===== config.mk =====
export PLATFORM = sky130hd
export DESIGN_NAME = reg_dump_reader
export DESIGN_NICKNAME = d
export VERILOG_FILES = /design/src/rtl/reg_dump_reader.sv
export SDC_FILE = /design/constraint.sdc
export NUM_CORES = 1
export LEC_CHECK = 0
export BUFFER_PORTS_ARGS = -buffer_cell sky130_fd_sc_hd__buf_2
export CORE_UTILIZATION = 33
export DETAILED_ROUTE_END_ITERATION = 6
export SYNTH_ARGS = -nofsm -noshare
export SYNTH_HDL_FRONTEND = slang
export SYNTH_SLANG_ARGS = --single-unit

===== constraint.sdc =====
create_clock -name CLK -period 1.8 [get_ports CLK]
set_input_delay 0.09 -clock CLK [delete_from_list [all_inputs] [get_ports CLK]]
set_output_delay 0.09 -clock CLK [all_outputs]
set_load 0.05 [all_outputs]

===== src/rtl/reg_dump_reader.sv =====
// reg_dump_reader: walks all 2**D register-file words through one read port and streams them as (addr, data) beats.
// Define CHECKSUM_RD_EN to append a final beat carrying the XOR of every captured word.
module reg_dump_reader #(
    parameter int W = 8,
    parameter int D = 4
) (
    input  logic         CLK,
    input  logic         reset_n,
    input  logic         start,
    output logic         busy,
    output logic         done,
    output logic [D-1:0] rd_addr,
    input  logic [W-1:0] rd_data,
    output logic         out_valid,
    input  logic         out_ready,
    output logic [D-1:0] out_addr,
    output logic [W-1:0] out_data,
    output logic         out_last
);
    localparam logic [D-1:0] LAST = '1;
`ifdef CHECKSUM_RD_EN
    typedef enum logic [2:0] {IDLE, READ, SEND, DONE, CSUM} state_t;
    localparam state_t AFTER_LAST = CSUM;
    localparam logic   LAST_ON_REG = 1'b0;
`else
    typedef enum logic [1:0] {IDLE, READ, SEND, DONE} state_t;
    localparam state_t AFTER_LAST = DONE;
    localparam logic   LAST_ON_REG = 1'b1;
`endif

    state_t       state, state_nxt;
    logic [D-1:0] ptr;

    always_ff @(posedge CLK or negedge reset_n)
        if (!reset_n) state <= IDLE;
        else          state <= state_nxt;

    always_comb begin
        state_nxt = state;
        case (state)
            IDLE:    state_nxt = start ? READ : IDLE;
            READ:    state_nxt = SEND;
            SEND:    state_nxt = out_ready ? ((ptr == LAST) ? AFTER_LAST : READ) : SEND;
`ifdef CHECKSUM_RD_EN
            CSUM:    state_nxt = out_ready ? DONE : CSUM;
`endif
            default: state_nxt = IDLE;
        endcase
    end

    assign busy    = (state != IDLE) && (state != DONE);
    assign done    = (state == DONE);
    assign rd_addr = (state == READ) ? ptr : '0;

`ifdef CHECKSUM_RD_EN
    logic [W-1:0] csum;

    always_ff @(posedge CLK or negedge reset_n)
        if (!reset_n)                     csum <= '0;
        else if (state == IDLE && start)  csum <= '0;
        else if (state == READ)           csum <= csum ^ rd_data;
`endif

    // Beat registers stay frozen in SEND until the handshake so the downstream sees a stable beat.
    always_ff @(posedge CLK or negedge reset_n) begin
        if (!reset_n) begin
            ptr       <= '0;
            out_valid <= 1'b0;
            out_last  <= 1'b0;
            out_addr  <= '0;
            out_data  <= '0;
        end else begin
            if (state == IDLE && start)
                ptr <= '0;
            if (state == READ) begin
                out_data  <= rd_data;
                out_addr  <= ptr;
                out_valid <= 1'b1;
                out_last  <= LAST_ON_REG && (ptr == LAST);
            end
            if (state == SEND && out_ready) begin
                ptr       <= (ptr == LAST) ? ptr : ptr + 1'b1;
                out_valid <= 1'b0;
                out_last  <= 1'b0;
`ifdef CHECKSUM_RD_EN
                if (ptr == LAST) begin
                    out_valid <= 1'b1;
                    out_last  <= 1'b1;
                    out_addr  <= '0;
                    out_data  <= csum;
                end
            end
            if (state == CSUM && out_ready) begin
                out_valid <= 1'b0;
                out_last  <= 1'b0;
`endif
            end
        end
    end
endmodule


==> metrics <==
count of pins over their slew limit=0; CP Class=flop to output port; footprint of the multi-input gates=374 µm²; library cells used by synthesis=21; Initial Util=36.0%; Critical Path AT=1.56 ns; initial antenna violation count=0; Synth Cell Area=923 µm²; vias in the first global route=569; P_sw=0.00108 W; Die W=54.9 µm; Mean Syn Cell Area=13.0 µm²; leakage=0.587 nW; Vias/cell=4.72; total clock sinks=20; Worst Clk Skew=0.00623 ns; clock latency on the worst-skew pair=0.29 ns; Crit path required time=1.71 ns; Synth Flop Type=dfrtp_1; worst-path maximum fanout=18; Async S/R FF share, synth=100%; Tot GR Track Use=11.9%; most numerous cell in the Yosys netlist=dfrtp_1; DRT iter0 DRCs=2; Port Buf Inserts=31; largest family of logic cells by synthesized area=multiplexers; postcts setup bufs=0; Root Buffer=clkbuf_4; Clock Pin Slew Worst Setup and Hold Paths=0.10 ns; simple-gate share of the synthesized area=8.40%; placed insts=130; row count=18; Synth area leaders=dfrtp_1 (54%), mux2_2 (15%), ha_1 (6.8%), mux2i_1 (3.3%), and2_1 (2.7%); drt pass-1 iters=3; final hold violation count=0; area growth from synthesis to layout=22.8%; Fill cells=257; Worst R2R Path Depth=5; Detail Route Antenna Nets=0; RSZ-0062 raised after global routing=false; cts bufs inserted=3; WL per Instance=11.4 µm; via count=633; # IOs=32; DIE AREA=3010 µm²; FMAX=606 MHz; EDFF count, synth=0; Hold WC Path Type=primary input to flop; register area=500 µm²; Tmin final=1.65 ns; routability congestion estimate from global placement=0.796; fin crit share=91.6%; design internal power=0.00108 W; # setup viols final=0; Slew Limit Headroom=70.4%; Hold Path Depth=2; Residual DRC=0; Clock Tree Buf Depth=2; flop and latch count out of synthesis=20; final setup margin=0.150 ns; largest net degree at the start of global routing=21; actual slew at the worst max-slew pin=0.444 ns; non-filler cells, final=134; Die Span Y=54.9 µm; total wire length=1.53 mm; share of cells above drive strength 1=49.0%; Switching Share=50.2%; Yosys warnings=0; dpl ws=0.383 ns; core area=2570 µm²; mux contribution to synthesized area=19.4%; antenna fix cells=0; Post-Synthesis Cells=71; Sequential Power Share=33.9%; outcome=finished clean; nets@finish=123; global-route wire length before repair=2.49 mm; post-synth top area cell=dfrtp_1; critical path endpoint category=output port; Compound-Gate Fraction of Synth Area=5.01%; largest stage delay on the critical path=0.42 ns; max_cap viols=0; most frequent cells after synthesis=dfrtp_1 (20), mux2_2 (12), ha_1 (5), inv_1 (5), and2_1 (4); PwrDens=1900 nW/µm²; critical path's slowest cell=dfrtp_1; xor/xnor share of the synthesized area=0.949%; Peak VDD IR=0.972 mV; Clock power frac=9.2%; CTS HTree Levels=1; GRT Residual Overflow=0; setup_tns=0 ns; Synth Net Count=88; sequential area share after synthesis=54.2%; worst-path cell chain=inv_1 > ha_1 > buf_4 > and2_1 > buf_2; startpoint types=flop; Synth top area share=54.2%; Adder-Cell Fraction of Synth Area=6.78%; combinational share of power=56.9%; hpwl dp=1.18 mm; CTS tree=built
per-stage QoR:
| step | utilization (%) | hold WS [ns] | area [µm²] | total power (W) |
|---|---|---|---|---|
| 2_1_floorplan | - | -0.206 | 923 | 0.00176 |
| 3_3_place_gp | 42.6 | 0.0633 | 1090 | 0.00196 |
| 3_5_place_dp | 42.6 | 0.0696 | 1090 | 0.00199 |
| 4_1_cts | 43.9 | 0.00959 | 1130 | 0.00219 |
| 5_1_grt | 44.2 | 0.00365 | 1130 | 0.00232 |
| 6_report | 44.2 | 0.0217 | 1130 | 0.00216 |
power by group through the flow:
| stage | combinational, W | sequential, W | clock, W |
|---|---|---|---|
| floorplan | 0.000585 | 0.00117 | 0 |
| global route | 0.00133 | 0.000766 | 0.000232 |
| detailed placement | 0.00124 | 0.000746 | 0 |
| CTS | 0.00124 | 0.000735 | 0.000214 |
| global placement | 0.00122 | 0.000739 | 0 |
| finish | 0.00123 | 0.000732 | 0.000198 |
registers in the layout, summed over array words and instances (netlist names):
register / cells
out_data: 8
out_addr: 4
ptr: 4
state: 2
out_last: 1
out_valid: 1
layout by cell type, fill, tap and decap left out, types with 2 or more instances in the layout:
| master | n |
|---|---|
| and2_1 | 4 |
| mux2_2 | 12 |
| ha_1 | 5 |
| buf_2 | 28 |
| clkbuf_4 | 6 |
| nor2_1 | 3 |
| a21oi_1 | 3 |
| inv_1 | 5 |
| mux2i_1 | 3 |
| nand2_1 | 2 |
| dfrtp_1 | 20 |
| o21ai_0 | 2 |
per-layer routing:
layer  vias to the layer above  GRT usage (%)  wire (µm)  share of wire (%)
li1                        310              -          -                  -
met1                       303           14.7        715                 47
met2                        18           18.7        708                 46
met3                         2           5.74         86                5.6
met4                         0           2.50         19                1.2
met5                         -              0          0                  0
kinds of logic after synthesis:
kind of cell / count (synthesis)
flops: 20
mux: 16
simple gates: 13
compound gates: 8
buf+inv: 8
fa+ha+maj: 5
xor+xnor: 1
area by class of cell:
cell class                      count  area share (%)
Clock buffer                        3            1.99
Inverter                            5            1.66
Multi-Input combinational cell     43            33.0
Sequential cell                    20            44.2
Tap cell                           30            3.31
Timing Repair Buffer               33            15.9
critical path, delay by kind of cell, from the launching register on:
kind	cells	cell delay [ns]
simple gates	1	0.15
buf+inv	3	0.57
flops	1	0.42
fa+ha+maj	1	0.14
path summary, 6_finish.rpt:
check | startpoint | endpoint | slack (ns)
max | state[1] | rd_addr[0] | 0.15
min | rd_data[1] | out_data[1] | 0.02
max reg2reg | state[0] | ptr[3] | 0.38
min reg2reg | out_addr[3] | out_addr[3] | 0.51
max in group asynchronous | reset_n | out_data[4] | 1.23
min in group asynchronous | reset_n | ptr[3] | 0.26
repair_timing:
item / CTS / global route
endpoints found under the setup margin: 0 / 3
hold endpoints to repair: 20 / 0
hold buffers: 1 / 0
gates resized for setup: 0 / 3
Note: power is estimated with default switching activity, not from simulation.
